<file path="config.mk">
export PLATFORM = sky130hd
export DESIGN_NAME = instr_encoder
export DESIGN_NICKNAME = d
export VERILOG_FILES = /design/src/rtl/instr_encoder.sv
export SDC_FILE = /design/constraint.sdc
export NUM_CORES = 1
export LEC_CHECK = 0
export CAP_MARGIN = 10
export CORE_MARGIN = 2
export CORE_UTILIZATION = 45
export CTS_BUF_LIST = sky130_fd_sc_hd__clkbuf_8
export CTS_CLUSTER_DIAMETER = 50
export DETAILED_ROUTE_END_ITERATION = 10
export GPL_TIMING_DRIVEN = 0
export PLACE_DENSITY = 0.78
export SLEW_MARGIN = 40
export SYNTH_ARGS = -nofsm -noshare
export SYNTH_HDL_FRONTEND = slang
export SYNTH_SLANG_ARGS = --single-unit
</file>
<file path="constraint.sdc">
create_clock -name clk -period 1.7 [get_ports clk]
set_input_delay 0.51 -clock clk [delete_from_list [all_inputs] [get_ports clk]]
set_output_delay 0.51 -clock clk [all_outputs]
set_load 0.01 [all_outputs]
</file>
<file path="src/rtl/instr_encoder.sv">
// Two-stage instruction encoder: S1 registers the request, S2 holds the encoded
// word with its range-error flag and the word address assigned at delivery.
module instr_encoder (
   input  logic        clk,
   input  logic        rst_n,
   input  logic        in_valid,
   output logic        in_ready,
   input  logic [2:0]  imm_sel,
   input  logic [6:0]  opcode,
   input  logic [4:0]  rd,
   input  logic [4:0]  rs1,
   input  logic [4:0]  rs2,
   input  logic [2:0]  funct3,
   input  logic [6:0]  funct7,
   input  logic [31:0] imm,
   output logic        out_valid,
   input  logic        out_ready,
   output logic [31:0] instr,
   output logic [31:0] out_addr,
   output logic        out_err,
   output logic [7:0]  err_cnt,
   input  logic        addr_load,
   input  logic [31:0] addr_base
);

   localparam int unsigned XLEN = 32;
   localparam int unsigned CNTW = 8;

   localparam logic [2:0] SEL_R   = 3'b000;
   localparam logic [2:0] SEL_I   = 3'b001;
   localparam logic [2:0] SEL_B   = 3'b010;
   localparam logic [2:0] SEL_J1  = 3'b011;
   localparam logic [2:0] SEL_J2  = 3'b100;
   localparam logic [2:0] SEL_U   = 3'b101;
   localparam logic [2:0] SEL_S   = 3'b111;

   localparam logic [XLEN-1:0] NOP_WORD  = XLEN'(32'h0000_0013);
   localparam logic [XLEN-1:0] ADDR_STEP = XLEN'(4);
   localparam logic [XLEN-1:0] ADDR_MASK = ~XLEN'(3);
   localparam logic [CNTW-1:0] CNT_MAX   = {CNTW{1'b1}};

   typedef struct packed {
      logic [2:0]      sel;
      logic [6:0]      opcode;
      logic [4:0]      rd;
      logic [4:0]      rs1;
      logic [4:0]      rs2;
      logic [2:0]      funct3;
      logic [6:0]      funct7;
      logic [XLEN-1:0] imm;
   } req_t;

   logic            run;
   logic            s1_valid;
   req_t            s1_req;
   logic            s1_adv;
   logic            accept;
   logic            deliver;
   logic [XLEN-1:0] enc_word_c;
   logic            enc_err_c;
   logic            fit12_c;
   logic            fit13_c;
   logic            fit21_c;

   assign s1_adv   = !out_valid || out_ready;
   assign in_ready = run && (!s1_valid || s1_adv);
   assign accept   = in_valid && in_ready;
   assign deliver  = out_valid && out_ready;

   // Holds in_ready low until the first clock edge after reset release.
   always_ff @(posedge clk or negedge rst_n) begin
      if (!rst_n) run <= 1'b0;
      else        run <= 1'b1;
   end

   always_ff @(posedge clk or negedge rst_n) begin
      if (!rst_n) begin
         s1_valid <= 1'b0;
         s1_req   <= '0;
      end else begin
         if (accept)      s1_valid <= 1'b1;
         else if (s1_adv) s1_valid <= 1'b0;
         if (accept) s1_req <= '{imm_sel, opcode, rd, rs1, rs2, funct3, funct7, imm};
      end
   end

   // Immediate must equal the sign-extension of its low field.
   always_comb begin
      fit12_c = (s1_req.imm[XLEN-1:11] == {(XLEN-11){s1_req.imm[11]}});
      fit13_c = (s1_req.imm[XLEN-1:12] == {(XLEN-12){s1_req.imm[12]}});
      fit21_c = (s1_req.imm[XLEN-1:20] == {(XLEN-20){s1_req.imm[20]}});
   end

   always_comb begin
      enc_word_c = NOP_WORD;
      enc_err_c  = 1'b1;
      case (s1_req.sel)
         SEL_R: begin
            enc_word_c = {s1_req.funct7, s1_req.rs2, s1_req.rs1, s1_req.funct3,
                          s1_req.rd, s1_req.opcode};
            enc_err_c  = 1'b0;
         end
         SEL_I, SEL_J2: begin
            enc_word_c = {s1_req.imm[11:0], s1_req.rs1, s1_req.funct3,
                          s1_req.rd, s1_req.opcode};
            enc_err_c  = !fit12_c;
         end
         SEL_S: begin
            enc_word_c = {s1_req.imm[11:5], s1_req.rs2, s1_req.rs1, s1_req.funct3,
                          s1_req.imm[4:0], s1_req.opcode};
            enc_err_c  = !fit12_c;
         end
         SEL_B: begin
            enc_word_c = {s1_req.imm[12], s1_req.imm[10:5], s1_req.rs2, s1_req.rs1,
                          s1_req.funct3, s1_req.imm[4:1], s1_req.imm[11], s1_req.opcode};
            enc_err_c  = s1_req.imm[0] || !fit13_c;
         end
         SEL_U: begin
            enc_word_c = {s1_req.imm[31:12], s1_req.rd, s1_req.opcode};
            enc_err_c  = (s1_req.imm[11:0] != 12'd0);
         end
         SEL_J1: begin
            enc_word_c = {s1_req.imm[20], s1_req.imm[10:1], s1_req.imm[11],
                          s1_req.imm[19:12], s1_req.rd, s1_req.opcode};
            enc_err_c  = s1_req.imm[0] || !fit21_c;
         end
         default: begin
            enc_word_c = NOP_WORD;
            enc_err_c  = 1'b1;
         end
      endcase
   end

   always_ff @(posedge clk or negedge rst_n) begin
      if (!rst_n) begin
         out_valid <= 1'b0;
         instr     <= '0;
         out_err   <= 1'b0;
      end else if (s1_adv) begin
         out_valid <= s1_valid;
         if (s1_valid) begin
            instr   <= enc_word_c;
            out_err <= enc_err_c;
         end
      end
   end

   // Address of the next undelivered word; a reload overrides the delivery step.
   always_ff @(posedge clk or negedge rst_n) begin
      if (!rst_n)         out_addr <= '0;
      else if (addr_load) out_addr <= addr_base & ADDR_MASK;
      else if (deliver)   out_addr <= out_addr + ADDR_STEP;
   end

   always_ff @(posedge clk or negedge rst_n) begin
      if (!rst_n)                                     err_cnt <= '0;
      else if (deliver && out_err && err_cnt != CNT_MAX) err_cnt <= err_cnt + CNTW'(1);
   end

endmodule

</file>
Yosys cells after proc, flatten, opt, wreduce, memory -nomap -nowiden
Index checks and enable logic that the tools add are counted.
Word-level totals
  register bits: 143
  output and inout port bits: 75
  word-level logic and storage cells: 54
  bits of input ports: 104
Operators by class
  reduce and logical (&&, ||, !) cells: 21
  add/subtract/negate cells: 2
  multiplexer cells: 6
  eq/ne operators: 10
Operators with widths (count)
  32-bit case mux with 6 select lines: 1
  32-bit two-way mux: 2
  32-bit by 3-bit adder with 32-bit output, second input constant: 1
  20-bit == test: 1
  19-bit == test: 1
  12-bit nonzero test: 1
  11-bit == test: 1
  3-bit == test, second input constant: 3
  8-bit by 1-bit adder with 8-bit output, second input constant: 1
  8-bit != test, second input constant: 1
  3-bit by 2-bit == test with 1-bit output, second input constant: 2
  1-bit logical AND: 5
  1-bit logical NOT: 5
  1-bit case mux with 5 select lines: 1
  1-bit logical OR: 4
  2-bit nonzero test: 2
  3-bit by 1-bit == test with 1-bit output, second input constant: 1
  3-bit logical NOT: 1
  3-bit OR reduction: 1
  1-bit two-way mux: 2
  2-bit AND reduction: 1
  2-bit OR reduction: 1

Longest topological paths before layout
Gate-level depths: netlist (run 1).
  word-level depth: 6
  gate-level depth with buffers: 7
  depth with buffers taken out: 6

Worst setup path before layout (run 1)
OpenSTA, ideal clock, no wires.
  path type: input port to flip-flop
  start: in out_ready
  end: reg s1_req[64] (netlist name)
  data required time: 1.572 ns
  buffers on the path: 2
  stages: 6
  setup slack: -0.191 ns
  arrival time: 1.763 ns
  library setup time: 0.128 ns
  path through: nand3b_1 and2_1 nand2_1 buf_2 buf_2 mux2_1
Between the ends
  cells in the longest elaborated chain, start to end: 4
RTL lines
  start: declaration: RTL line 17  | input logic out_ready,
  1-bit logical OR: RTL line 65  | assign s1_adv = !out_valid || out_ready;
  1-bit logical OR: RTL line 66  | assign in_ready = run && (!s1_valid || s1_adv);
  1-bit logical AND: RTL line 66
  via in_ready: RTL line 7  | output logic in_ready,
  1-bit logical AND: RTL line 67  | assign accept = in_valid && in_ready;
  end signal: assignment: RTL line 83  | if (accept) s1_req <= '{imm_sel, opcode, rd, rs1, rs2, funct3, funct7, imm};
  end: declaration: RTL line 55  | req_t s1_req;
The timed path passes the listed nets, and every way through them passes these cells.
A chain may end at the register's enable or synchronous reset.

Final worst setup path (run 1)
  start: reg out_addr[7]
  end: reg out_addr[25]
Between the ends
  cells in the longest elaborated chain, start to end: 3
RTL lines
  start: declaration: RTL line 19  | output logic [31:0] out_addr,
  start signal: assignment: RTL line 151  | else if (addr_load) out_addr <= addr_base & ADDR_MASK;
  start signal: assignment: RTL line 152  | else if (deliver) out_addr <= out_addr + ADDR_STEP;
  32-bit by 3-bit adder with 32-bit output: RTL line 152
  32-bit two-way mux: RTL line 152
  32-bit two-way mux: RTL line 151
No other way between the ends. The select of a mux whose other input is x is not followed.

==> results.sh, run 1 <==
export IMPL_min_path_type="flip-flop to flip-flop"
export IMPL_drive_above_1_share=0.268
export IMPL_synth_seq_area_share=0.517
export IMPL_viasPerCell=5.59
export IMPL_num_antenna_cells=0
export IMPL_grt_pass1_wl_mm=32.3
export IMPL_die_area_mm2=0.0162
export IMPL_layout_worst_path_cycle_share=1.15
export IMPL_hold_viol_final=0
export IMPL_core_mm2=0.0150
export IMPL_endpoint_kind="flip-flop"
export IMPL_yosys_register_bits=141
export IMPL_drt_iter0_markers=605
export IMPL_pin_count=179
export IMPL_die_w_um=127
export IMPL_violations="negative setup slack"
export IMPL_whs_ns=0.475
export IMPL_htreeDepth=4
export IMPL_start_util=0.454
export IMPL_synthCells=645
export IMPL_die_height_um=127
export IMPL_finClkSkew_ns=0.00957
export IMPL_synth_area_per_cell_um2=10.6
export IMPL_cts_buffers_inserted=17
export IMPL_crit_chain="nand2_2 > or3_4 > buf_6 > buf_4 > nor4_4 > xnor2_1 > o21ai_1"
export IMPL_fin_cells=1122
export IMPL_synth_compound_area_share=0.123
export IMPL_setup_ws_ns=-0.249
export IMPL_slowest_stage="dfrtp_1"
export IMPL_synth_cell_types=55
export IMPL_fin_util=0.687
export IMPL_cap_violations=0
export IMPL_leakagePower_uw=0.00461
export IMPL_firstDrtPassIters=7
export IMPL_grt_max_degree=55
export IMPL_cts_buffer_depth=2
export IMPL_setup_violations=15
export IMPL_p_total_uw=11100
export IMPL_cts_tree="built"
export IMPL_cp_arrival_ns=2.27
export IMPL_max_slew_worst_pin_slew_ns=0.573
export IMPL_layout_min_cycle_time_ns=1.95
export IMPL_fin_setup_tns_ns=-2.42
export IMPL_path_class="flip-flop to flip-flop"
export IMPL_worstPathRequired_ns=2.03
export IMPL_clock_latency_ns=0.46
export IMPL_antenna_found_initial=0
export IMPL_synthMuxAreaShare=0.124
export IMPL_synthFlopType="dfrtp_1"
export IMPL_final_nets=1027
export IMPL_async_flop_share=1.00
export IMPL_worst_path_largest_cell_delay_ns=0.43
export IMPL_cts_root_buf="clkbuf_8"
export IMPL_clkSlewWorstSetupHoldPaths_ns=0.08
export IMPL_fillers=1128
export IMPL_syn_to_final_growth_pct=51.4
export IMPL_relSlewSlack=0.618
export IMPL_rows=45
export IMPL_status="finished with violations"
export IMPL_grt_pass1_vias=6154
export IMPL_wl_mm=20.8
export IMPL_port_buffers=173
export IMPL_yosys_area_share_simple=0.152
export IMPL_place_congestion=0.897
export IMPL_rsz0062_at_grt="true"
export IMPL_synth_top_family_by_area="simple AND/OR/NAND/NOR gates"
export IMPL_grt_use_total=0.257
export IMPL_ant_nets=0
export IMPL_synth_adder_area_share=0.00367
export IMPL_drc=0
export IMPL_synth_area_mm2=0.00682
export IMPL_avgRoutedWirePerCell_um=18.5
export IMPL_cp_max_fo=6
export IMPL_synth_edff_count=0
export IMPL_ys_warnings_count=0
export IMPL_clock_sinks=141
export IMPL_ir_drop_uv=615
export IMPL_drv_slew=0
export IMPL_grt_ovfl_total=0
export IMPL_place_inst=1009
export IMPL_synth_xor_area_share=0.0475
export IMPL_clock_fmax_ghz=0.513
export IMPL_post_dp_hpwl_mm=13.8
export IMPL_start_kind="flip-flop"
export IMPL_vias=6277
export IMPL_cellPowerDensity_mw_per_mm2=1070
-- layer usage --
metal  global-route usage  up-vias  part of all wire
met3               0.0620       33             0.067
met5                    0        -                 0
met4               0.0847        0             0.022
li1                     -     2881                 -
met2                0.423      297              0.49
met1                0.338     3066              0.42
-- power breakdown --
part / total [uW] / internal (uW) / switching [uW]
clock network: 3030 / 1620 / 1410
logic: 3410 / 1750 / 1660
registers: 4630 / 4040 / 590
-- cells by family (layout without fill, tap and decap cells) --
| family | Yosys count | after routing |
|---|---|---|
| simple gates | 212 | 212 |
| xor+xnor | 37 | 37 |
| fa+ha+maj | 2 | 2 |
| mux | 76 | 76 |
| buf+inv | 51 | 339 |
| compound gates | 124 | 124 |
| flops | 141 | 141 |
| other cells | 2 | 3 |
-- path summary, 6_finish.rpt --
| path | start | to | slack [ns] | depth (start not counted) |
|---|---|---|---|---|
| min in group asynchronous | rst_n | out_addr[11] | 0.54 | 2 |
| max in group asynchronous | rst_n | out_valid | 0.57 | 3 |
| worst max register to register | out_addr[7] | out_addr[25] | -0.25 | 7 |
| worst min register to register | instr[27] | instr[27] | 0.47 | 2 |
| worst max-delay path | out_addr[7] | out_addr[25] | -0.25 | 7 |
| worst min-delay path | instr[27] | instr[27] | 0.47 | 2 |
-- synthesized netlist by cell type, types with 4 or more instances --
library cell	instances	area (um2)
clkbuf_1	27	101
o21ai_1	41	205
inv_1	11	41.3
nor4_1	10	62.6
xor2_1	14	123
buf_2	4	20.0
nor2_1	38	143
a21o_1	4	30.0
mux2_1	37	417
buf_1	4	15.0
o22ai_1	8	50.1
a22o_1	10	87.6
a211oi_1	4	30.0
or3_1	4	25.0
and3_1	4	25.0
a21oi_1	13	65.1
nand4_1	9	56.3
o41ai_1	8	70.1
or4_1	5	37.5
o221ai_1	8	70.1
mux2i_1	5	50.1
nor3_1	10	50.1
nand2b_1	4	25.0
nand3_1	26	130
xnor2_1	23	201
dfrtp_1	141	3530
nand2_1	89	334
mux2_2	34	383
a222oi_1	5	50.1
a221oi_1	5	43.8
-- repair_timing --
| item | 4_1_cts | 5_1_grt |
|---|---|---|
| pin swaps | 31 | 30 |
| cloned | 1 | 0 |
| setup buffers | 62 | 20 |
| gates resized for setup | 159 | 72 |
| endpoints found under the setup margin | 194 | 92 |
| endpoints found under the hold margin | 39 | 0 |
| hold buffers | 1 | 0 |
-- critical path, delay by kind of cell, from the launching register on --
family,cells,cell delay [ns]
AOI/OAI and AO/OA,1,0.07
xor gates and xnor gates,1,0.15
DFF,1,0.43
buffers and inverters,2,0.31
and+or+nand+nor,3,0.85
-- final cells by class --
type                    instances  area (um2)  area share
flip-flops and latches        141        3550       0.343
multi-input cells             454        3410       0.330
repair buffers                257        2400       0.233
plain buffers                  37         241      0.0234
well taps                     188         235      0.0228
clock buffers                  17         234      0.0227
clock inverters                15         211      0.0205
inverters                      13        51.3     0.00497
-- cell usage in the layout, fill, tap and decap left out, types with 7 or more instances in the layout --
cell,n
clkbuf_8,17
mux2_2,34
nand3_1,22
nand4_1,9
clkbuf_1,14
mux2_1,37
o22ai_1,7
nand2_1,84
inv_1,11
nor4_4,9
clkdlybuf4s15_1,23
buf_4,71
dfrtp_1,126
clkdlybuf4s50_1,98
buf_2,7
a22o_1,10
o21ai_1,42
xnor2_1,21
buf_6,17
clkbuf_2,10
dfrtp_2,15
dlygate4sd2_1,41
xor2_1,13
nor2_1,35
a21oi_1,13
-- registers in the layout, indices dropped and copies added, names as in the netlist --
name and flops:
run 1, out_addr 30, s1_req 67, err_cnt 8, out_valid 1, s1_valid 1
out_err 1, instr 32
-- through the flow --
stage               instance area [um2]  worst slack, ns
global placement                   8910            -6.04
finish                            10300           -0.249
global route                      10300           -0.302
CTS                               10000           -0.213
detailed placement                 8970           -0.848
floorplan                          6940           -0.140
(Power assumes the default switching activity.)
==> run 2: changes to the inputs <==
Settings changed: SETUP_SLACK_MARGIN set to 0.1.
==> results.sh, run 2 (same netlist as run 1, synthesis figures left out) <==
export IMPL_fin_setup_tns_ns=-3.02
export IMPL_drc=0
export IMPL_grtUsageMet2=0.446
export IMPL_cts_tree="built"
export IMPL_worstPathRequired_ns=2.01
export IMPL_path_buf_inv=2
export IMPL_avgRoutedWirePerCell_um=20.3
export IMPL_endpoint_kind="flip-flop"
export IMPL_timing_reg2reg_setup_slack_ns=-0.29
export IMPL_final_nets=1057
export IMPL_place_inst=1009
export IMPL_p_total_uw=11700
export IMPL_cellPowerDensity_mw_per_mm2=1070
export IMPL_num_antenna_cells=0
export IMPL_die_w_um=127
export IMPL_multi_input_comb_area_mm2=0.00366
export IMPL_syn_to_final_growth_pct=59.3
export IMPL_setup_ws_ns=-0.289
export IMPL_clock_fmax_ghz=0.503
export IMPL_rsz0062_at_grt="true"
export IMPL_viasPerCell=5.72
export IMPL_antenna_found_initial=0
export IMPL_slowest_stage="or4_4"
export IMPL_max_slew_worst_pin_slew_ns=0.551
export IMPL_start_kind="flip-flop"
export IMPL_setup_violations=16
export IMPL_worst_path_largest_cell_delay_ns=0.56
export IMPL_place_congestion=0.937
export IMPL_drv_slew=0
export IMPL_clock_latency_ns=0.45
export IMPL_wl_mm=23.4
export IMPL_endpoint="out_addr[27]"
export IMPL_min_path_type="input port to asynchronous set/reset pin"
export IMPL_clock_sinks=141
export IMPL_cts_buffers_inserted=17
export IMPL_grt_pass1_wl_mm=33.4
export IMPL_rows=45
export IMPL_cts_root_buf="clkbuf_8"
export IMPL_layout_commonest_cell="dfrtp_1"
export IMPL_leakagePower_uw=0.00508
export IMPL_cp_max_fo=6
export IMPL_grt_use_met1=0.335
export IMPL_top_usage_layer="met2"
export IMPL_post_dp_hpwl_mm=13.8
export IMPL_grt_ovfl_total=0
export IMPL_ir_drop_uv=596
export IMPL_clkSlewWorstSetupHoldPaths_ns=0.09
export IMPL_fin_cells=1152
export IMPL_path_class="flip-flop to flip-flop"
export IMPL_grt_max_degree=65
export IMPL_reg_top3="s1_req (67), instr (32), out_addr (30)"
export IMPL_firstDrtPassIters=5
export IMPL_final_cell_mix="dfrtp_1 (127), clkdlybuf4s50_1 (98), nand2_1 (84), buf_4 (77), mux2_4 (54)"
export IMPL_crit_chain="nand4_1 > or4_4 > buf_12 > buf_8 > nor4_4 > xnor2_1 > o21ai_1"
export IMPL_vias=6584
export IMPL_ant_nets=0
export IMPL_cap_violations=0
export IMPL_status="finished with violations"
export IMPL_worstSetupStartpoint="out_addr[19]"
export IMPL_htreeDepth=4
export IMPL_core_mm2=0.0150
export IMPL_port_buffers=173
export IMPL_r2r_end="out_addr[27]"
export IMPL_whs_ns=0.480
export IMPL_fillers=1043
export IMPL_die_height_um=127
export IMPL_grt_util_met3=0.0683
export IMPL_cp_arrival_ns=2.30
export IMPL_reg2reg_depth=7
export IMPL_area_sequential_mm2=0.00355
export IMPL_cts_buffer_depth=2
export IMPL_layout_min_cycle_time_ns=1.99
export IMPL_largest_reg_flops=67
export IMPL_pin_count=179
export IMPL_rr_startpoint="out_addr[19]"
export IMPL_grt_pass1_vias=6372
export IMPL_violations="negative setup slack"
export IMPL_cp_depth=7
export IMPL_cp_top_family="simple AND/OR/NAND/NOR gates"
export IMPL_hold_viol_final=0
export IMPL_finClkSkew_ns=0.0168
export IMPL_grt_use_total=0.264
export IMPL_layout_worst_path_cycle_share=1.17
export IMPL_start_util=0.454
export IMPL_drive_above_1_share=0.396
export IMPL_largest_register="s1_req"
export IMPL_post_place_ws_ns=-0.969
export IMPL_die_area_mm2=0.0162
export IMPL_drt_iter0_markers=577
export IMPL_relSlewSlack=0.633
run 2: changes by cell type in the layout (fill, tap and decap cells not counted), sizes merged:
cell,previous run,this run
clkdlybuf4s15,24,0
buf,104,183
clkinv,6,2
dlygate4sd2,41,0
inv,17,14
clkbuf,43,63
clkinvlp,1,4
run 2: power by group:
part	internal [uW]	switching, uW
clock	1750	1340
sequential	4040	645
combinational	2060	1820
total	7850	3800
run 2: how the worst min path moves through the flow:
stage                         endpoint  slack, ns  cells after the start
after floorplan             err_cnt[0]       0.21                      0
after global placement       instr[14]       0.46                      2
after detailed placement  out_addr[17]       0.35                      1
after CTS                 out_addr[26]       0.47                      2
after global routing      out_addr[16]       0.47                      2
final                     out_addr[16]       0.48                      2
run 2: metrics by stage:
stage          cell area, um2  utilization
2_1_floorplan            7030            -
3_3_place_gp             8990        0.598
3_5_place_dp             9050        0.602
4_1_cts                 10200        0.678
5_1_grt                 10900        0.723
6_report                10900        0.723
run 2: repair_timing:
item | in CTS | in global routing
gates cloned | 0 | 5
endpoints found under the hold margin | 19 | 0
setup endpoints to repair | 200 | 160
hold buffers | 1 | 0
pin swaps | 25 | 33
resized for setup | 330 | 169
setup buffers | 66 | 46
run 2: per-layer routing:
metal,vias to the layer above,routed length [um],share of wire
li1,2937,-,-
met1,3246,9200,0.39
met2,344,12000,0.51
met3,57,1550,0.066
met4,0,687,0.029
met5,-,0,0
run 2: worst register-to-register path, stage by stage (launching register included):
cell     delay, ns
dfrtp_1       0.41
nand4_1       0.15
or4_4         0.56
buf_12        0.17
buf_8         0.14
nor4_4        0.15
xnor2_1       0.17
o21ai_1       0.09
run 2: area by class of cell:
| cell class | count | area share |
|---|---|---|
| plain buffers | 38 | 0.0320 |
| multi-input cells | 454 | 0.337 |
| repair buffers | 286 | 0.237 |
| flip-flops and latches | 141 | 0.326 |
| clock buffers | 21 | 0.0266 |
| well taps | 188 | 0.0216 |
| inverters | 13 | 0.00518 |
| clock inverters | 11 | 0.0151 |
